--- config.mk ---
export PLATFORM = sky130hd
export DESIGN_NAME = result_collector
export DESIGN_NICKNAME = d
export VERILOG_FILES = /design/src/rtl/result_pkg.sv /design/src/rtl/result_fifo.sv /design/src/rtl/result_collector.sv
export SDC_FILE = /design/constraint.sdc
export NUM_CORES = 1
export LEC_CHECK = 0
export BUFFER_PORTS_ARGS = -buffer_cell sky130_fd_sc_hd__clkbuf_2
export CORE_MARGIN = 1
export CORE_UTILIZATION = 60
export CTS_CLUSTER_DIAMETER = 200
export DETAILED_ROUTE_END_ITERATION = 6
export PLACE_DENSITY = 0.81
export SETUP_SLACK_MARGIN = 0.5
export SLEW_MARGIN = 15
export SYNTH_ARGS = -nofsm -noshare
export SYNTH_HDL_FRONTEND = slang
export SYNTH_HIERARCHICAL = 1
export SYNTH_SLANG_ARGS = --single-unit
--- constraint.sdc ---
create_clock -name clock -period 6.04 [get_ports clock]
set_input_delay 0.604 -clock clock [delete_from_list [all_inputs] [get_ports clock]]
set_output_delay 0.604 -clock clock [all_outputs]
set_load 0.01 [all_outputs]
--- src/rtl/result_pkg.sv ---
// Shared constants for the result collector: default geometry and counter saturation limits.
package result_pkg;

  localparam int unsigned DEPTH_DEFAULT = 8;
  localparam int unsigned WIDTH_DEFAULT = 32;
  localparam int unsigned DROP_MAX      = 255;
  localparam int unsigned SAMPLES_MAX   = 65535;

endpackage

--- src/rtl/result_fifo.sv ---
// Synchronous FIFO with registered head output; occupancy drives full/empty, pointers wrap freely.
module result_fifo #(
  parameter int unsigned Depth = 8,
  parameter int unsigned Width = 32,
  localparam int unsigned AddrW = $clog2(Depth),
  localparam int unsigned CntW  = AddrW + 1
) (
  input  logic             clock,
  input  logic             reset,
  input  logic             push_i,
  input  logic             pop_i,
  input  logic [Width-1:0] wdata_i,
  output logic [Width-1:0] rdata_o,
  output logic             valid_o,
  output logic             full_o,
  output logic [CntW-1:0]  count_o
);

  logic [Width-1:0] mem_q [Depth];
  logic [AddrW-1:0] wr_ptr_q, wr_ptr_d;
  logic [AddrW-1:0] rd_ptr_q, rd_ptr_d;
  logic [CntW-1:0]  count_q, count_d;

  // Storage is not reset; the head is masked to zero while empty instead.
  always_ff @(posedge clock) begin
    if (push_i) begin
      mem_q[wr_ptr_q] <= wdata_i;
    end
  end

  always_comb begin
    wr_ptr_d = wr_ptr_q;
    rd_ptr_d = rd_ptr_q;
    count_d  = count_q;
    if (push_i) begin
      wr_ptr_d = wr_ptr_q + AddrW'(1);
    end
    if (pop_i) begin
      rd_ptr_d = rd_ptr_q + AddrW'(1);
    end
    case ({push_i, pop_i})
      2'b10:   count_d = count_q + CntW'(1);
      2'b01:   count_d = count_q - CntW'(1);
      default: count_d = count_q;
    endcase
  end

  always_ff @(posedge clock or posedge reset) begin
    if (reset) begin
      wr_ptr_q <= '0;
      rd_ptr_q <= '0;
      count_q  <= '0;
    end else begin
      wr_ptr_q <= wr_ptr_d;
      rd_ptr_q <= rd_ptr_d;
      count_q  <= count_d;
    end
  end

  assign valid_o = (count_q != '0);
  assign full_o  = (count_q == CntW'(Depth));
  assign count_o = count_q;
  assign rdata_o = valid_o ? mem_q[rd_ptr_q] : '0;

endmodule

--- src/rtl/result_collector.sv ---
// Buffers upstream samples without backpressure, dropping on overflow, and keeps running
// statistics (count, sum, min, max) over accepted samples.
module result_collector
  import result_pkg::*;
#(
  parameter int unsigned DEPTH = DEPTH_DEFAULT,
  parameter int unsigned WIDTH = WIDTH_DEFAULT,
  localparam int unsigned CntW = $clog2(DEPTH) + 1,
  localparam int unsigned SumW = WIDTH + 8
) (
  input  logic             clock,
  input  logic             reset,
  input  logic             i_valid,
  input  logic [WIDTH-1:0] i_value,
  input  logic             i_clear,
  output logic             o_valid,
  input  logic             o_ready,
  output logic [WIDTH-1:0] o_data,
  output logic [CntW-1:0]  o_count,
  output logic             o_overflow,
  output logic [7:0]       o_drops,
  output logic [15:0]      o_samples,
  output logic [SumW-1:0]  o_sum,
  output logic [WIDTH-1:0] o_min,
  output logic [WIDTH-1:0] o_max
);

  logic full, pop, push, drop;

  logic             overflow_q, overflow_d;
  logic [7:0]       drops_q, drops_d;
  logic [15:0]      samples_q, samples_d;
  logic [SumW-1:0]  sum_q, sum_d;
  logic [WIDTH-1:0] min_q, min_d;
  logic [WIDTH-1:0] max_q, max_d;

  // A pop frees a slot on the same edge, so a full FIFO still accepts when drained.
  assign pop  = o_valid & o_ready;
  assign push = i_valid & (~full | pop);
  assign drop = i_valid & full & ~pop;

  result_fifo #(
    .Depth (DEPTH),
    .Width (WIDTH)
  ) u_fifo (
    .clock   (clock),
    .reset   (reset),
    .push_i  (push),
    .pop_i   (pop),
    .wdata_i (i_value),
    .rdata_o (o_data),
    .valid_o (o_valid),
    .full_o  (full),
    .count_o (o_count)
  );

  always_comb begin
    overflow_d = overflow_q;
    drops_d    = drops_q;
    samples_d  = samples_q;
    sum_d      = sum_q;
    min_d      = min_q;
    max_d      = max_q;
    // Clear wins over a coincident push or drop; the sample itself still enters the FIFO.
    if (i_clear) begin
      overflow_d = 1'b0;
      drops_d    = '0;
      samples_d  = '0;
      sum_d      = '0;
      min_d      = '1;
      max_d      = '0;
    end else begin
      if (push) begin
        if (samples_q != 16'(SAMPLES_MAX)) begin
          samples_d = samples_q + 16'd1;
        end
        sum_d = sum_q + SumW'(i_value);
        if (i_value < min_q) begin
          min_d = i_value;
        end
        if (i_value > max_q) begin
          max_d = i_value;
        end
      end
      if (drop) begin
        overflow_d = 1'b1;
        if (drops_q != 8'(DROP_MAX)) begin
          drops_d = drops_q + 8'd1;
        end
      end
    end
  end

  always_ff @(posedge clock or posedge reset) begin
    if (reset) begin
      overflow_q <= 1'b0;
      drops_q    <= '0;
      samples_q  <= '0;
      sum_q      <= '0;
      min_q      <= '1;
      max_q      <= '0;
    end else begin
      overflow_q <= overflow_d;
      drops_q    <= drops_d;
      samples_q  <= samples_d;
      sum_q      <= sum_d;
      min_q      <= min_d;
      max_q      <= max_d;
    end
  end

  assign o_overflow = overflow_q;
  assign o_drops    = drops_q;
  assign o_samples  = samples_q;
  assign o_sum      = sum_q;
  assign o_min      = min_q;
  assign o_max      = max_q;

endmodule

==> metrics <==
Starting Density 0.608; Setup TNS Final 0 ns; Max Slew Vio Count 0; number of library cell types mapped by synthesis 73; number of global-route vias before repair 13268; clk sinks 395; DRC Markers 0; Clock Skew 0.0157 ns; crit path launch u_fifo/count_o[0]; number of fill cells 2245; hold crit path type input port to async pin; die footprint 33600 um2; vias per std cell 6.09; FFs w/ async S/R, synth 0.352; setup violators final 0; Clock Latency Late Sink 0.55 ns; leakage 9.22 nW; ANT cells 0; fraction of layout cells with a size suffix above 1 0.234; Syn Inst Count 1537; Fmax 0.262 GHz; Tcrit/Tclk final 0.631; yosys synthesis warning count 6; Clock Power Share 0.287; status complete, no violations; Die Ht 183 um; CTS tree done; Worst-Margin Slew 1.16 ns; I/O pin count 203; commonest non-fill, non-tap cell in the layout edfxtp_1; Post-Syn Nets 1677; Peak VDD IR 0.000222 V; DP Wirelength 30200 um; wire length per cell 21.6 um; DRT Pass-1 Iters 6; Placed Instances 2117; final core occ 0.691; Slew headroom 0.226; FF-to-FF path depth 10; first-pass GRT wire length 73600 um; reg-to-reg setup timing slack 2.23 ns; Avg Inst Size Synth 12.8 um2; RSZ-0062 raised after global routing no; Final Hold Fails 0; post-CTS setup buffer count 0; core footprint 32500 um2; Max Cap Violations 0; fin crit period 3.81 ns; area of the multi-input gates 7880 um2; total clock buffers created by CTS 42; initial antenna violation count 0; Total GRT Usage 0.287; I/O Buffers 202; Routability Congestion 0.922; PwrDens 396 nW/um2; most frequent cells in the layout edfxtp_1, clkbuf_2, nor2_1; root buf cell clkbuf_16; Top FF cell, synth edfxtp_1; CP Class register to register; switching share of power 0.324; Starting DRT DRC Count 1322; P_int 0.00600 W; FF/Latch Area 11200 um2; global route overflow 0; Psw 0.00288 W; CP max FO 36; Rows 66; die width 183 um; Post-Syn Area 19700 um2; Layout Nets 1859; critical path startpoint category register; area delta synth->final 13.6%; R2R Path End u_fifo/count_o[3]; Worst-path clk slew 0.06 ns; Antenna Nets Post-Route 0; #FFs+latches synth 395; Post-Route WL 47400 um; post-CTS sizing 0; Comb pwr share 0.305; register area share after synthesis 0.568; crit end category register; WP data required 6.45 ns; largest net degree at the start of global routing 125; Vias 13351; clk buf depth 3; hold_buf cts 0; CTS H-tree depth 2; Worst EP arrival 4.22 ns; R2R Path Start u_fifo/count_o[0]; Post-synth EDFFs 256; sequential share of power 0.408; Finished Layout Cells 2194; Critical Path End u_fifo/count_o[3]
## how the worst min path moves through the flow
stage | start | end | slack [ns] | cells past startpoint
3_3_place_gp | o_min[16] | o_min[16] | 0.50 | 2
3_5_place_dp | o_sum[24] | o_sum[24] | 0.51 | 2
6_report | reset | u_fifo/count_o[2] | 0.08 | 2
2_1_floorplan | reset | u_fifo/count_o[0] | 0.44 | 1
4_1_cts | reset | u_fifo/count_o[2] | 0.08 | 2
5_1_grt | reset | u_fifo/count_o[0] | 0.11 | 2
## through the flow
| step | worst slack (ns) | power (W) | area (um2) | hold WS, ns |
|---|---|---|---|---|
| finish | 2.23 | 0.00889 | 22400 | 0.0823 |
| global route | 1.93 | 0.00930 | 22400 | 0.108 |
| CTS | 2.18 | 0.00893 | 22400 | 0.0821 |
| detailed placement | 2.36 | 0.00636 | 21100 | 0.511 |
| global placement | 2.45 | 0.00628 | 21100 | 0.505 |
| floorplan | 1.51 | 0.00553 | 19700 | 0.444 |
## area by class of cell
type,count,share of cell area
inverter,79,0.0134
clock inverter,21,0.0102
multi-input combinational,986,0.352
clock buffer,56,0.0506
timing repair buffer,215,0.0496
sequential,395,0.500
tap,442,0.0247
## cell families (layout without fill, tap and decap cells)
group           count (synthesis)  in the layout  synth area share
simple gates                  429            429             0.110
flops                         395            395             0.568
compound gates                272            272            0.0904
buf+inv                       156            371            0.0348
mux                           142            142             0.113
fa+ha+maj                     103            103            0.0657
xor+xnor                       40             40            0.0178
## power groups by stage
| stage | registers, W | clock network (W) | logic, W |
|---|---|---|---|
| final | 0.00363 | 0.00255 | 0.00271 |
| after floorplan | 0.00354 | 0 | 0.00199 |
| after detailed placement | 0.00367 | 0 | 0.00269 |
| after CTS | 0.00363 | 0.00258 | 0.00272 |
| after global routing | 0.00367 | 0.00270 | 0.00293 |
| after global placement | 0.00364 | 0 | 0.00264 |
## Yosys cell counts (5+ instances only)
library cell	count	area, um2
edfxtp_1	256	7690
o31ai_1	6	45.0
o21ai_0	54	270
nand3_1	24	120
o211ai_1	7	52.6
nor2b_1	13	81.3
buf_6	9	101
mux2i_1	68	681
mux2_2	8	90.1
dfrtp_1	107	2680
nand3b_1	8	60.1
and3_1	7	43.8
nor3_1	14	70.1
a22o_1	32	280
buf_2	26	130
xnor2_1	17	149
or3_1	15	93.8
nor2_1	130	488
and4_1	5	43.8
nand2b_1	70	438
nand4_1	38	238
a21oi_1	87	435
and2_1	5	31.3
a211oi_1	7	52.6
a211o_1	5	43.8
a31oi_1	8	50.1
mux4_2	64	1440
ha_1	102	1280
inv_1	78	293
dfstp_2	32	841
clkbuf_1	38	143
nand2_1	80	300
xor2_1	23	201
a21o_1	34	255
o21a_1	9	67.6
## layer usage
layer  share of wire  wire length [um]  up-vias  track usage
li1                -                 -     6077            -
met1            0.41             19500     6688        0.385
met2            0.49             23100      492        0.473
met3           0.069              3280       94       0.0496
met4           0.032              1530        0        0.109
met5               0                 0        -            0
## state kept, by name, indices dropped and copies added, names as in the netlist
| name | cells |
|---|---|
| u_fifo/rd_ptr_q | 3 |
| u_fifo/wr_ptr_q | 3 |
| o_samples | 16 |
| u_fifo/mem_q | 256 |
| o_overflow | 1 |
| o_min | 32 |
| u_fifo/count_o | 4 |
| o_max | 32 |
| o_drops | 8 |
| o_sum | 40 |
## worst max-delay path: stages, from the launching register on
cell and delay (ns):
dfrtp_1 0.46, or4_4 0.59, nand2_1 0.13, a21bo_2 0.14
buf_4 0.38, inv_2 0.40, inv_1 0.18, ha_1 0.27
or3b_1 0.41, a2111oi_0 0.47, o221ai_1 0.21
Note: power is estimated with default switching activity, not from simulation.
